`config.mk`:
```
export PLATFORM = sky130hd
export DESIGN_NAME = div_seq_ctrl
export DESIGN_NICKNAME = d
export VERILOG_FILES = /design/src/rtl/div_seq_pkg.sv /design/src/rtl/div_add_opmux.sv /design/src/rtl/div_seq_ctrl.sv
export SDC_FILE = /design/constraint.sdc
export NUM_CORES = 1
export LEC_CHECK = 0
export ABC_CLOCK_PERIOD_IN_PS = 7400
export BUFFER_PORTS_ARGS = -buffer_cell sky130_fd_sc_hd__buf_4
export CAP_MARGIN = 20
export CORE_UTILIZATION = 48
export DETAILED_ROUTE_END_ITERATION = 10
export PLACE_DENSITY = 0.73
export SLEW_MARGIN = 20
export SYNTH_ARGS = -nofsm -noshare
export SYNTH_HDL_FRONTEND = slang
export SYNTH_SLANG_ARGS = --single-unit
```
`constraint.sdc`:
```
create_clock -name clk -period 7.4 [get_ports clk]
set_input_delay 1.11 -clock clk [delete_from_list [all_inputs] [get_ports clk]]
set_output_delay 1.11 -clock clk [all_outputs]
set_load 0.005 [all_outputs]
```
`src/rtl/div_seq_pkg.sv`:
```
// ============================================================================
//  Module   : div_seq_pkg
//  Purpose  : Shared types and constants for the sequential signed divider.
//             Holds the FSM state encoding and the add/sub operand-select codes.
//  Revision : 1.0 - initial release
// ============================================================================
`default_nettype none

package div_seq_pkg;

   // Width of the shared add/sub unit; fixed regardless of operand width
   localparam int ADD_W = 64;

   // Restoring steps per division; equals the default operand width
   localparam int ITER_COUNT = 32;

   // Sequencer states
   typedef enum logic [2:0] {
      ST_IDLE  = 3'd0,
      ST_ABS_N = 3'd1,
      ST_ABS_D = 3'd2,
      ST_ITER  = 3'd3,
      ST_FIX_Q = 3'd4,
      ST_FIX_R = 3'd5,
      ST_DONE  = 3'd6
   } div_state_e;

   // Adder operand encodings
   //   OP_ZERO : x=0,  y=0,   cin=0  (adder idle)
   //   OP_PASS : x=v,  y=0,   cin=0  (pass-through)
   //   OP_NEG  : x=~v, y=0,   cin=1  (two's-complement negate)
   //   OP_SUB  : x=v,  y=~w,  cin=1  (v - w)
   typedef enum logic [1:0] {
      OP_ZERO = 2'd0,
      OP_PASS = 2'd1,
      OP_NEG  = 2'd2,
      OP_SUB  = 2'd3
   } add_op_e;

endpackage

`default_nettype wire

```
`src/rtl/div_add_opmux.sv`:
```
// ============================================================================
//  Module   : div_add_opmux
//  Purpose  : Combinational select of the shared adder's x, y and carry-in
//             from an operation code and pre-extended 64-bit operands.
//  Revision : 1.0 - initial release
// ============================================================================
`default_nettype none

module div_add_opmux
   import div_seq_pkg::*;
(
   input  add_op_e          op,
   input  logic [ADD_W-1:0] opnd_x,
   input  logic [ADD_W-1:0] opnd_y,
   output logic [ADD_W-1:0] add_x,
   output logic [ADD_W-1:0] add_y,
   output logic             add_cin
);

   // Map the operation code onto adder inputs; idle drives all zeros
   always_comb begin
      add_x   = '0;
      add_y   = '0;
      add_cin = 1'b0;
      case (op)
         OP_PASS: begin
            add_x = opnd_x;
         end
         OP_NEG: begin
            add_x   = ~opnd_x;
            add_cin = 1'b1;
         end
         OP_SUB: begin
            add_x   = opnd_x;
            add_y   = ~opnd_y;
            add_cin = 1'b1;
         end
         default: begin
         end
      endcase
   end

endmodule

`default_nettype wire

```
`src/rtl/div_seq_ctrl.sv`:
```
// ============================================================================
//  Module   : div_seq_ctrl
//  Purpose  : Sequencer for signed WIDTH-bit division (quotient -> lo,
//             remainder -> hi), one restoring step per cycle, using an
//             external shared 64-bit add/sub unit for all arithmetic.
//  Revision : 1.0 - initial release
// ============================================================================
`default_nettype none

module div_seq_ctrl
   import div_seq_pkg::*;
#(
   parameter int WIDTH = ITER_COUNT,
   parameter int CNT_W = 6
) (
   input  logic             clk,
   input  logic             clr,
   input  logic             start,
   input  logic [WIDTH-1:0] dividend,
   input  logic [WIDTH-1:0] divisor,
   output logic             busy,
   output logic             done,
   output logic             div_zero,
   output logic [WIDTH-1:0] lo,
   output logic [WIDTH-1:0] hi,
   output logic [ADD_W-1:0] add_x,
   output logic [ADD_W-1:0] add_y,
   output logic             add_cin,
   input  logic [ADD_W-1:0] add_s
);

   localparam logic [CNT_W-1:0] CNT_LAST = CNT_W'(WIDTH - 1);

   // Sign-extend a WIDTH-bit value to the adder width
   function automatic logic [ADD_W-1:0] sext_w(input logic [WIDTH-1:0] v);
      return {{(ADD_W-WIDTH){v[WIDTH-1]}}, v};
   endfunction

   div_state_e       state_q, state_d;
   logic [WIDTH-1:0] dvd_q,   dvd_d;
   logic [WIDTH-1:0] dvs_q,   dvs_d;
   logic [WIDTH:0]   a_q,     a_d;
   logic [WIDTH-1:0] q_q,     q_d;
   logic [WIDTH-1:0] m_q,     m_d;
   logic [CNT_W-1:0] cnt_q,   cnt_d;
   logic             sq_q,    sq_d;
   logic             sr_q,    sr_d;
   logic [WIDTH-1:0] lo_q,    lo_d;
   logic [WIDTH-1:0] hi_q,    hi_d;
   logic             dz_q,    dz_d;

   add_op_e          op_sel;
   logic [ADD_W-1:0] opnd_x;
   logic [ADD_W-1:0] opnd_y;
   logic [WIDTH:0]   a_shift;
   logic [WIDTH-1:0] q_shift;
   logic             unused_sink;

   // {A,Q} shifted left by one; A' never exceeds 2*M-1 so bit WIDTH stays 0
   assign a_shift = {a_q[WIDTH-1:0], q_q[WIDTH-1]};
   assign q_shift = {q_q[WIDTH-2:0], 1'b0};

   // Only the low result bits and the sign bit of the sum are consumed
   assign unused_sink = ^{add_s, a_q};

   // Choose adder operation and operands for the current compute state
   always_comb begin
      op_sel = OP_ZERO;
      opnd_x = '0;
      opnd_y = '0;
      case (state_q)
         ST_ABS_N: begin
            opnd_x = sext_w(dvd_q);
            op_sel = dvd_q[WIDTH-1] ? OP_NEG : OP_PASS;
         end
         ST_ABS_D: begin
            opnd_x = sext_w(dvs_q);
            op_sel = dvs_q[WIDTH-1] ? OP_NEG : OP_PASS;
         end
         ST_ITER: begin
            opnd_x = {{(ADD_W-WIDTH-1){a_shift[WIDTH]}}, a_shift};
            opnd_y = {{(ADD_W-WIDTH){1'b0}}, m_q};
            op_sel = OP_SUB;
         end
         ST_FIX_Q: begin
            opnd_x = sext_w(q_q);
            op_sel = sq_q ? OP_NEG : OP_PASS;
         end
         ST_FIX_R: begin
            opnd_x = sext_w(a_q[WIDTH-1:0]);
            op_sel = sr_q ? OP_NEG : OP_PASS;
         end
         default: begin
         end
      endcase
   end

   div_add_opmux u_opmux (
      .op      (op_sel),
      .opnd_x  (opnd_x),
      .opnd_y  (opnd_y),
      .add_x   (add_x),
      .add_y   (add_y),
      .add_cin (add_cin)
   );

   // Next-state and datapath register updates
   always_comb begin
      state_d = state_q;
      dvd_d   = dvd_q;
      dvs_d   = dvs_q;
      a_d     = a_q;
      q_d     = q_q;
      m_d     = m_q;
      cnt_d   = cnt_q;
      sq_d    = sq_q;
      sr_d    = sr_q;
      lo_d    = lo_q;
      hi_d    = hi_q;
      dz_d    = dz_q;
      case (state_q)
         ST_IDLE: begin
            if (start) begin
               dvd_d = dividend;
               dvs_d = divisor;
               dz_d  = 1'b0;
               sq_d  = dividend[WIDTH-1] ^ divisor[WIDTH-1];
               sr_d  = dividend[WIDTH-1];
               if (divisor == '0) begin
                  lo_d    = '1;
                  hi_d    = dividend;
                  dz_d    = 1'b1;
                  state_d = ST_DONE;
               end else begin
                  state_d = ST_ABS_N;
               end
            end
         end
         ST_ABS_N: begin
            // |dividend| goes straight into Q, ready for the first shift
            q_d     = add_s[WIDTH-1:0];
            state_d = ST_ABS_D;
         end
         ST_ABS_D: begin
            m_d     = add_s[WIDTH-1:0];
            a_d     = '0;
            cnt_d   = '0;
            state_d = ST_ITER;
         end
         ST_ITER: begin
            if (add_s[ADD_W-1]) begin
               a_d = a_shift;
               q_d = q_shift;
            end else begin
               a_d = add_s[WIDTH:0];
               q_d = q_shift | {{(WIDTH-1){1'b0}}, 1'b1};
            end
            cnt_d = cnt_q + 1'b1;
            if (cnt_q == CNT_LAST) begin
               state_d = ST_FIX_Q;
            end
         end
         ST_FIX_Q: begin
            lo_d    = add_s[WIDTH-1:0];
            state_d = ST_FIX_R;
         end
         ST_FIX_R: begin
            hi_d    = add_s[WIDTH-1:0];
            state_d = ST_DONE;
         end
         ST_DONE: begin
            state_d = ST_IDLE;
         end
         default: begin
            state_d = ST_IDLE;
         end
      endcase
   end

   // State and datapath registers with asynchronous clear
   always_ff @(posedge clk or posedge clr) begin
      if (clr) begin
         state_q <= ST_IDLE;
         dvd_q   <= '0;
         dvs_q   <= '0;
         a_q     <= '0;
         q_q     <= '0;
         m_q     <= '0;
         cnt_q   <= '0;
         sq_q    <= 1'b0;
         sr_q    <= 1'b0;
         lo_q    <= '0;
         hi_q    <= '0;
         dz_q    <= 1'b0;
      end else begin
         state_q <= state_d;
         dvd_q   <= dvd_d;
         dvs_q   <= dvs_d;
         a_q     <= a_d;
         q_q     <= q_d;
         m_q     <= m_d;
         cnt_q   <= cnt_d;
         sq_q    <= sq_d;
         sr_q    <= sr_d;
         lo_q    <= lo_d;
         hi_q    <= hi_d;
         dz_q    <= dz_d;
      end
   end

   assign busy     = (state_q != ST_IDLE);
   assign done     = (state_q == ST_DONE);
   assign div_zero = dz_q;
   assign lo       = lo_q;
   assign hi       = hi_q;

endmodule

`default_nettype wire

```
Yosys cells after proc, flatten, opt, wreduce, memory -nomap -nowiden
Index checks and enable logic that the tools add are counted.
{"block": "word_totals", "memories": 0, "reg_bits": 236, "ramBits": 0, "out_inout_bits": 196, "wordCells": 68, "latch_bits": 0, "rom_bits": 0}
{"block": "op_classes", "n_mux": 26, "reduce_logical": 13, "bitwise_logic": 3, "n_addsub": 1, "order_cmp": 0, "div": 0, "n_shift": 0, "eq_ne": 13, "n_mul": 0}
{"op": "one-hot mux 64 bit (5 select lines)", "count": 1}
{"op": "one-hot mux 32 bit (2 select lines)", "count": 4}
{"op": "two-way mux 32 bit", "count": 6}
{"op": "one-hot mux 64 bit (2 select lines)", "count": 1}
{"op": "two-way mux 64 bit", "count": 1}
{"op": "NOT 32 -> 64 bit", "count": 1}
{"op": "NOT 64 bit", "count": 1}
{"op": "zero test 32 bit", "count": 1}
{"op": "one-hot mux 3 bit (6 select lines)", "count": 1}
{"op": "one-hot mux 6 bit (2 select lines)", "count": 1}
{"op": "one-hot mux 2 bit (5 select lines)", "count": 1}
{"op": "equality test 3 bit (second input constant)", "count": 3}
{"op": "two-way mux 3 bit", "count": 3}
{"op": "two-way mux 2 bit", "count": 4}
{"op": "nonzero test 2 bit", "count": 4}
{"op": "adder 6 x 1 -> 6 bit (second input constant)", "count": 1}
{"op": "equality test 3 x 2 -> 1 bit (second input constant)", "count": 2}
{"op": "equality test 6 x 5 -> 1 bit (second input constant)", "count": 1}
{"op": "inequality test 2 bit (second input constant)", "count": 3}
{"op": "AND reduction 3 bit", "count": 2}
{"op": "equality test 2 bit (second input constant)", "count": 2}
{"op": "AND reduction 2 bit", "count": 2}
{"op": "OR reduction 2 bit", "count": 2}
{"op": "equality test 3 x 1 -> 1 bit (second input constant)", "count": 1}
{"op": "other kinds (5)", "count": 7}

Depth between registers and ports, before layout
Gate-level depths: netlist (run 1).
{"block": "depth", "depth_word": 5, "mapped_depth": 7, "depth_no_buf": 5}

Hierarchy
Synthesis (run 1) repeated with hierarchy kept, for this count alone.
{"block": "hier_totals", "hier_cells": 1311, "area_unflattened_um2": 12316.8}
{"module": "div_seq_ctrl", "cells_per_inst": 1096, "area_each_um2": 11038.1, "instances": 1}
{"module": "div_add_opmux", "cells_per_inst": 215, "area_each_um2": 1278.7, "instances": 1}

Least setup slack after synthesis (run 1)
No wires, ideal clock.
{"block": "synth_timing", "kind": "register to output", "from": "reg state_q[2]", "to": "out add_x[33]", "stages_incl_launch_ff": 8, "t_arrival_ns": 3.058, "path_slack_ns": 3.232, "path_cell_list": "dfrtp_1 nor2b_1 buf_2 nand2_1 inv_1 a21oi_1 o22ai_1 buf_4"}
{"block": "synth_via", "elab_chain_len": 5, "word_cells_on_any_way": 13, "classes_between": "eq/ne (8); mux (3); bitwise (1); reduce/logical (1)"}
{"item": "from (decl)", "line": "div_seq_ctrl.sv:39", "source": "div_state_e state_q, state_d;"}
{"item": "from (signal assigned)", "line": "div_seq_ctrl.sv:196", "source": "state_q <= state_d;"}
{"item": "equality test 3 bit (tied with other cells)", "line": "div_seq_ctrl.sv:71", "source": "case (state_q)"}
{"item": "one-hot mux 2 bit (5 select lines)", "line": "div_seq_ctrl.sv:71"}
{"item": "equality test 2 x 1 -> 1 bit / equality test 2 bit (equally long branches)", "line": "div_add_opmux.sv:25", "source": "case (op)"}
{"item": "OR reduction 2 bit (no source line)"}
{"item": "one-hot mux 64 bit (2 select lines) (*)", "line": "div_add_opmux.sv:25"}
{"item": "to (decl)", "line": "div_seq_ctrl.sv:26", "source": "output logic [ADD_W-1:0] add_x,"}
Every way passes the cells marked *; elsewhere a longest branch is shown, timed or not.

Worst setup path in the final report (run 1)
{"block": "layout_timing", "from": "reg state_q[0]", "to": "out add_x[25]"}
The elaborated chain is that of the path after synthesis.

==> results of run 1 <==
[per-layer routing]
metal	wire length [um]	part of all wire (%)	vias up
li1	-	-	4684
met1	15170	42	5072
met2	17120	48	429
met3	2701	7.5	52
met4	794	2.2	0
met5	0	0	-
[layout by cell type, fill, tap and decap left out, types with 7 or more instances in the layout]
master and count:
o21ai_0 75, nand2_1 269, nor4_1 8, a221o_1 32
mux2i_1 114, mux2_2 39, a2bb2oi_1 21, o22ai_1 38
a221oi_1 40, and3_1 32, nor2_1 67, a21oi_1 42
a22oi_1 7, dfrtp_1 232, clkbuf_16 27, buf_4 312
[layout make-up]
| class | count | area, sq um | area share (%) |
|---|---|---|---|
| Sequential cell | 235 | 5889 | 39.34 |
| Multi-Input combinational cell | 837 | 5284 | 35.30 |
| Timing Repair Buffer | 314 | 2390 | 15.96 |
| Clock buffer | 36 | 769.5 | 5.140 |
| Tap cell | 324 | 405.4 | 2.708 |
| Clock inverter | 10 | 202.7 | 1.354 |
| Inverter | 6 | 26.28 | 0.1755 |
| Antenna cell | 1 | 2.502 | 0.01672 |
[worst max-delay path: stages, from the launching register on]
cell and delay, ns:
dfrtp_4 0.79, buf_4 0.62, clkinv_1 0.84, a221oi_1 0.48
a2bb2oi_1 0.23, mux2i_1 0.37, buf_4 0.18
[Yosys cell counts (2+ instances only)]
library cell    n  area (sq um)
nand4_1         3         18.77
nor4_1          8         50.05
mux2i_1       114          1141
o21ai_0        75         375.4
and4_1          2         17.52
buf_4          66         495.5
a221oi_1       40         350.3
nand3_1         4         20.02
a31oi_1         4         25.02
xor2_1          2         17.52
buf_6           3         33.78
a21oi_1        42         210.2
nor2_1         70         262.8
buf_2          20         100.1
nand2b_1        3         18.77
and3_1         32         200.2
a2bb2oi_1      21         183.9
dfrtp_1       235          5881
mux2_2         39         439.2
inv_1           5         18.77
o22ai_1        39         244.0
a22oi_1         7         52.55
nor4bb_1        2         20.02
or2_2           4         25.02
nor3b_1         2         15.01
nand2_1       270          1013
and2_1          3         18.77
clkbuf_1       69         259.0
a221o_1        32         320.3
buf_1           5         18.77
nor2b_1         4         25.02
a21o_1          2         15.01
[sequential cells by signal (all words and copies together), names as in the netlist]
signal and cells:
a_q 32, cnt_q 6, div_zero 1, dvd_q 32, dvs_q 32, hi 32
lo 32, m_q 32, q_q 32, sq_q 1, state_q 3
[report_power, final]
part	internal, mW	switching [mW]	leakage (nW)
Combinational	1.43	1.25	3.96
Clock	0.931	0.533	0.476
Sequential	1.76	0.391	2.98
[path summary, 6_finish.rpt]
check	startpoint	endpoint	slack (ns)	cells after the start
max	state_q[0]	add_x[25]	2.23	6
min	dvd_q[21]	dvd_q[21]	0.48	2
max reg2reg	state_q[2]	hi[29]	3.57	7
min reg2reg	dvd_q[21]	dvd_q[21]	0.48	2
max in group asynchronous	clr	lo[11]	4.87	4
min in group asynchronous	clr	lo[31]	0.64	2
[metrics by stage]
step	cell area (sq um)	utilization, %	hold WS [ns]	worst slack, ns	std cells
after CTS	14930	61.04	0.4802	2.199	1761
final	14970	61.19	0.4779	2.232	1763
after global placement	13960	57.07	0.4599	2.826	1715
after floorplan	12020	-	0.4417	3.212	1241
after global routing	14970	61.19	0.4994	2.067	1763
after detailed placement	13960	57.07	0.4628	2.771	1715
[cells by family after synthesis]
group           after synthesis  synth area share, %
compound gates              269                15.36
xor+xnor                      2               0.1459
fa+ha+maj                     1               0.1042
buf+inv                     169                7.740
flops                       235                48.96
mux                         153                13.16
simple gates                412                14.53
==> results.sh, run 1 <==
export IMPL_status="finished clean"
export IMPL_worst_slew_pin_slew_ns=0.9422
export IMPL_initial_core_util_pct=49.10
export IMPL_drv_cap=0
export IMPL_drt_iter0_drc=798
export IMPL_vias=10240
export IMPL_hold_path_class="reg2reg"
export IMPL_htreeDepth=1
export IMPL_nets=1552
export IMPL_grt_use_met1_pct=37.79
export IMPL_synth_async_sr_flop_share_pct=100.0
export IMPL_netlist_area_sq_um=12010
export IMPL_synthCells=1241
export IMPL_via_per_inst=5.807
export IMPL_routed_wl_um=35790
export IMPL_finalHoldViolCount=0
export IMPL_synth_ff_latch_count=235
export IMPL_clock_sinks=235
export IMPL_num_rows=57
export IMPL_core_area_sq_um=24460
export IMPL_setup_viol=0
export IMPL_ys_seq_area_share_pct=48.96
export IMPL_finalCritPeriodShare_pct=69.84
export IMPL_synth_flop_cell="dfrtp_1"
export IMPL_hpwl_um=22450
export IMPL_die_h_um=160.2
export IMPL_holdBufCountCts=0
export IMPL_wl_per_cell_um=20.30
export IMPL_grt_usage_pct=27.81
export IMPL_drive_gt1_share_pct=29.14
export IMPL_ctsResizeCount=0
export IMPL_total_power_mw=6.296
export IMPL_dieWidth_um=160.2
export IMPL_synth_net_count=1373
export IMPL_nFillCells=2068
export IMPL_path_class="reg2out"
export IMPL_cp_arrival_ns=4.06
export IMPL_power_leakage_nw=7.424
export IMPL_port_buffers=295
export IMPL_power_density_nw_per_um2=420.6
export IMPL_path_max_fanout=52
export IMPL_drc=0
export IMPL_path_clk_slew_ns=0.06
export IMPL_grt_pass1_wl_um=56700
export IMPL_root_buffer="clkbuf_16"
export IMPL_worstSkewPairLatency_ns=0.53
export IMPL_slew_headroom_pct=37.12
export IMPL_irDropWorstVdd_mv=0.2317
export IMPL_use_met2_pct=45.49
export IMPL_cts_buffers=26
export IMPL_drt_pass1_iter_count=5
export IMPL_synth_edf_count=0
export IMPL_antenna_found_initial=1
export IMPL_skew_ns=0.01237
export IMPL_rsz0062_at_grt="false"
export IMPL_grt_max_degree=166
export IMPL_gp_congestion=0.8036
export IMPL_io_pins=327
export IMPL_grt_ovfl_total=0
export IMPL_cts_tree="done"
export IMPL_post_route_min_period_ns=5.168
export IMPL_area_growth_pct=24.63
export IMPL_syn_area_per_cell_sq_um=9.679
export IMPL_fmax_ghz=0.1935
export IMPL_synth_cell_type_count=46
export IMPL_slew_violations=0
export IMPL_grt_use_met3_pct=4.727
export IMPL_cts_setup_buffers=0
export IMPL_grt_pass1_vias=10060
export IMPL_end_kind="output port"
export IMPL_busiest_layer="met2"
export IMPL_yosys_warnings=0
export IMPL_cts_buffer_depth=3
export IMPL_antenna_left=0
export IMPL_cp_start_kind="flip-flop"
export IMPL_tns_ns=0
export IMPL_crit_required_ns=6.29
export IMPL_die_area_sq_um=25660
(Power assumes the default switching activity.)
==> run 2, diff against run 1 <==
Settings changed: ABC_AREA set to 1, ABC_CLOCK_PERIOD_IN_PS 7400 to 4900, CORE_UTILIZATION 48 to 53, PLACE_DENSITY 0.73 to 0.76.
Clock period 7.4 ns to 4.9 ns, I/O delays scaled along.
==> results.sh, run 2 <==
export IMPL_status="finished clean"
export IMPL_cts_setup_buffers=0
export IMPL_cp_start_kind="flip-flop"
export IMPL_port_buffers=295
export IMPL_htreeDepth=1
export IMPL_layout_common_cells="649 x nand2_1, 307 x buf_4, 235 x dfrtp_1, 162 x o21ai_0, 113 x nor2_1"
export IMPL_fmax_ghz=0.2332
export IMPL_slew_violations=0
export IMPL_rrSetupSlack_ns=1.71
export IMPL_finalHoldViolCount=0
export IMPL_final_common_cell="nand2_1"
export IMPL_dieWidth_um=153.3
export IMPL_place_ws_ns=1.242
export IMPL_synthTopCellsByArea="dfrtp_1 48%, nand2_1 20%, o21ai_0 6.7%"
export IMPL_drv_cap=0
export IMPL_gp_congestion=0.9055
export IMPL_synth_edf_count=0
export IMPL_stdcell_count=2122
export IMPL_cts_buffer_depth=3
export IMPL_ys_seq_area_share_pct=48.49
export IMPL_worst_slack_ns=0.6119
export IMPL_synth_net_count=1780
export IMPL_finalCritPeriodShare_pct=87.51
export IMPL_final_cell_area_sq_um=14780
export IMPL_grt_max_degree=136
export IMPL_netlist_area_sq_um=12130
export IMPL_cts_buffers=25
export IMPL_synth_flop_cell="dfrtp_1"
export IMPL_drc=0
export IMPL_crit_required_ns=4.16
export IMPL_r2r_end="dvs_q[3]"
export IMPL_synth_cell_type_count=28
export IMPL_hpwl_um=26330
export IMPL_hold_path_class="in2async"
export IMPL_io_pins=327
export IMPL_core_area_sq_um=22160
export IMPL_ctsResizeCount=0
export IMPL_post_dp_cell_area_sq_um=13950
export IMPL_nets=1956
export IMPL_critPathLaunch="state_q[0]"
export IMPL_timing_hold_ws_ns=0.1328
export IMPL_die_h_um=153.3
export IMPL_final_util_pct=66.71
export IMPL_yosys_top_cells_count="651 x nand2_1, 235 x dfrtp_1, 162 x o21ai_0, 114 x nor2_1, 106 x nand3_1"
export IMPL_grt_pass1_wl_um=58590
export IMPL_holdBufCountCts=0
export IMPL_routed_wl_um=37830
export IMPL_root_buffer="clkbuf_16"
export IMPL_wl_per_cell_um=17.83
export IMPL_initial_core_util_pct=54.73
export IMPL_post_route_min_period_ns=4.288
export IMPL_synth_async_sr_flop_share_pct=100.0
export IMPL_setup_viol=0
export IMPL_vias=11700
export IMPL_grt_pass1_vias=10950
export IMPL_drt_iter0_drc=793
export IMPL_antenna_found_initial=1
export IMPL_irDropWorstVdd_mv=0.4258
export IMPL_path_class="reg2out"
export IMPL_drt_pass1_iter_count=5
export IMPL_path_max_fanout=33
export IMPL_tns_ns=0
export IMPL_grt_usage_pct=31.84
export IMPL_nFillCells=1976
export IMPL_area_growth_pct=21.90
export IMPL_syn_area_per_cell_sq_um=7.359
export IMPL_die_area_sq_um=23490
export IMPL_synth_most_common_cell="nand2_1"
export IMPL_synthCells=1648
export IMPL_num_rows=54
export IMPL_power_leakage_nw=7.679
export IMPL_rsz0062_at_grt="false"
export IMPL_via_per_inst=5.511
export IMPL_yosysTopAreaCell="dfrtp_1"
export IMPL_synth_ff_latch_count=235
export IMPL_total_power_mw=10.48
export IMPL_skew_ns=0.01911
export IMPL_synth_top_area_share_pct=48.49
export IMPL_slew_headroom_pct=28.78
export IMPL_grt_ovfl_total=0
export IMPL_antenna_left=0
export IMPL_clock_sinks=235
export IMPL_reg2reg_depth=6
export IMPL_timing_rr_start="state_q[0]"
export IMPL_post_place_cells=2077
export IMPL_drive_gt1_share_pct=20.32
export IMPL_worstSkewPairLatency_ns=0.53
export IMPL_yosys_warnings=0
export IMPL_path_clk_slew_ns=0.06
export IMPL_power_density_nw_per_um2=709.0
export IMPL_worst_slew_pin_slew_ns=1.062
export IMPL_cts_tree="done"
export IMPL_end_kind="output port"
export IMPL_cp_arrival_ns=3.55
-- run 2: changes by cell type in the layout (fill, tap and decap cells not counted), sizes merged, moves of 39 or more --
cell,previous run,this run
nor2,71,118
nand3,4,107
a221oi,40,0
mux2,39,0
o21ai,75,177
inv,4,91
mux2i,114,0
nand2,270,655
-- run 2: logic make-up (layout without fill, tap and decap cells) --
family	count (synthesis)	in the layout	share of synthesized area, %
other	0	1	0
and+or+nand+nor	883	883	28.77
buffers and inverters	254	447	10.32
AOI/OAI and AO/OA	275	275	12.32
adders and majority gates	1	1	0.1032
DFF	235	235	48.49
-- run 2: how the worst max path moves through the flow --
stage	end	slack, ns	depth (start not counted)
3_3_place_gp	add_x[16]	1.31	9
5_1_grt	add_x[56]	0.37	9
2_1_floorplan	a_q[0]	1.09	1
4_1_cts	add_x[8]	0.66	9
3_5_place_dp	add_x[8]	1.24	9
6_report	add_x[8]	0.61	9
-- run 2: routing by layer --
layer	global-route usage (%)	part of all wire, %	up-vias
met2	53.99	49	493
li1	-	-	5544
met5	0	0	-
met1	39.75	39	5554
met3	4.678	6.9	104
met4	16.02	4.9	0
-- run 2: layout make-up --
cell class	count	area (sq um)	share of cell area, %
repair buffers	309	2345	15.86
inverters	94	359.1	2.429
flip-flops and latches	235	5881	39.78
well taps	280	350.3	2.370
clock inverters	8	93.84	0.6347
clock buffers	36	737.0	4.985
diodes	1	2.502	0.01693
multi-input cells	1159	5016	33.93
-- run 2: critical path: stages, from the launching register on --
cell and delay [ns]:
dfrtp_1 0.58, nand2_2 0.58, inv_2 0.28, nand2_2 0.22, o21ai_0 0.14, inv_1 0.07
nand3_1 0.10, nand2_1 0.52, a21oi_1 0.37, buf_4 0.15
-- run 2: report_power, final --
| group | switching (mW) | internal [mW] |
|---|---|---|
| Sequential | 0.579 | 2.88 |
| Combinational | 2.91 | 2.19 |
| Clock | 0.774 | 1.14 |
==> run 3, diff against run 2 <==
--- a/constraint.sdc
+++ b/constraint.sdc
@@ -3,2 +3,2 @@
 set_output_delay 0.735 -clock clk [all_outputs]
-set_load 0.005 [all_outputs]
+set_load 0.1 [all_outputs]
==> results.sh, run 3 (same netlist as run 2, synthesis figures left out) <==
export IMPL_status="finished clean"
export IMPL_initial_core_util_pct=54.73
export IMPL_r2r_end="dvs_q[3]"
export IMPL_timing_rr_start="state_q[0]"
export IMPL_root_buffer="clkbuf_16"
export IMPL_rrSetupSlack_ns=1.76
export IMPL_grt_pass1_wl_um=58930
export IMPL_skew_ns=0.01813
export IMPL_slew_headroom_pct=24.89
export IMPL_hpwl_um=26280
export IMPL_grt_pass1_vias=11000
export IMPL_crit_path_end="add_x[16]"
export IMPL_post_route_min_period_ns=4.152
export IMPL_cp_start_kind="flip-flop"
export IMPL_dieWidth_um=153.3
export IMPL_grt_ovfl_total=0
export IMPL_register_area_sq_um=5881
export IMPL_crit_required_ns=4.16
export IMPL_antenna_left=0
export IMPL_tns_ns=0
export IMPL_finalHoldViolCount=0
export IMPL_worstSkewPairLatency_ns=0.53
export IMPL_hold_path_class="in2async"
export IMPL_drc=0
export IMPL_cts_buffers=26
export IMPL_antenna_found_initial=0
export IMPL_routed_wl_um=38030
export IMPL_clock_sinks=235
export IMPL_final_util_pct=66.64
export IMPL_layout_common_cells="649 x nand2_1, 312 x buf_4, 235 x dfrtp_1, 162 x o21ai_0, 113 x nor2_1"
export IMPL_path_clk_slew_ns=0.06
export IMPL_post_dp_cell_area_sq_um=13970
export IMPL_nets=1962
export IMPL_area_growth_pct=21.77
export IMPL_multi_input_area_sq_um=5016
export IMPL_grt_max_degree=154
export IMPL_cts_setup_buffers=0
export IMPL_drt_iter0_drc=915
export IMPL_holdBufCountCts=0
export IMPL_fmax_ghz=0.2409
export IMPL_port_buffers=295
export IMPL_critPathMaxStageDelay_ns=0.69
export IMPL_die_area_sq_um=23490
export IMPL_gp_congestion=0.9066
export IMPL_drv_cap=0
export IMPL_worst_slew_pin_slew_ns=1.125
export IMPL_io_pins=327
export IMPL_ctsResizeCount=0
export IMPL_wl_per_cell_um=17.90
export IMPL_critPathMostFrequentCell="buf_4"
export IMPL_grt_usage_pct=32.18
export IMPL_crit_chain="nand2_2 -> buf_4 -> inv_2 -> nand2_2 -> buf_4 -> o21ai_0 -> nor2_1 -> nand3_1 -> o21ai_1 -> buf_4"
export IMPL_cp_arrival_ns=3.42
export IMPL_diodes=0
export IMPL_htreeDepth=1
export IMPL_drt_pass1_iter_count=5
export IMPL_nFillCells=1977
export IMPL_end_kind="output port"
export IMPL_cts_tree="done"
export IMPL_finalCritPeriodShare_pct=84.73
export IMPL_drive_gt1_share_pct=20.28
export IMPL_critPathLaunch="state_q[0]"
export IMPL_rsz0062_at_grt="false"
export IMPL_core_area_sq_um=22160
export IMPL_vias=11720
export IMPL_die_h_um=153.3
export IMPL_path_class="reg2out"
export IMPL_num_rows=54
export IMPL_final_cell_area_sq_um=14770
export IMPL_final_common_cell="nand2_1"
export IMPL_slew_violations=0
export IMPL_reg2reg_depth=6
export IMPL_path_max_fanout=69
export IMPL_via_per_inst=5.520
export IMPL_cts_buffer_depth=3
export IMPL_slowest_stage="buf_4"
export IMPL_setup_viol=0
==> run 3: changes by cell type in the layout (fill, tap and decap cells not counted), moves of 2 or more <==
cell and change:
buf_4 +5, clkbuf_8 -2, clkinv_2 -4, clkbuf_16 +2, clkbuf_1 +3, bufinv_16 -2
==> run 3: worst max-delay path, delay by kind of cell (launching register included) <==
kind	cells	cell delay, ns
compound gates	2	0.28
buf+inv	4	1.50
simple gates	4	0.54
flops	1	0.51
==> run 3: worst min-delay path by stage <==
stage,from,to,slack (ns),cells past startpoint
6_report,clr,a_q[4],0.39,3
2_1_floorplan,dvd_q[0],dvd_q[0],0.44,2
4_1_cts,divisor[5],dvs_q[5],0.41,3
5_1_grt,dividend[13],dvd_q[13],0.41,3
3_5_place_dp,dvd_q[5],dvd_q[5],0.46,2
3_3_place_gp,dvd_q[5],dvd_q[5],0.45,2
==> run 3: routing by layer <==
metal	vias to the layer above	wire (um)	global-route usage, %
met2	518	19110	56.10
met4	0	1856	15.58
met3	94	2692	4.990
li1	5545	-	-
met5	-	0	0
met1	5567	14380	38.94
==> run 3: area by class of cell <==
cell class / instances / share of cell area, %
Tap cell: 280 / 2.372
Sequential cell: 235 / 39.82
Inverter: 94 / 2.423
Timing Repair Buffer: 314 / 16.07
Multi-Input combinational cell: 1159 / 33.97
Clock inverter: 3 / 0.1271
Clock buffer: 39 / 5.219
==> run 3: through the flow <==
step	setup WS (ns)	hold slack, ns	std cells
after floorplan	0.9754	0.4422	1648
after global placement	1.349	0.4536	2082
after detailed placement	1.384	0.4583	2082
after CTS	0.8206	0.4071	2124
after global routing	0.5387	0.4140	2124
final	0.7481	0.3868	2124
Power of run 3 is left out: the tool's default activity adds up to more than one toggle a clock period on the data nets, which glitch-free logic cannot reach.
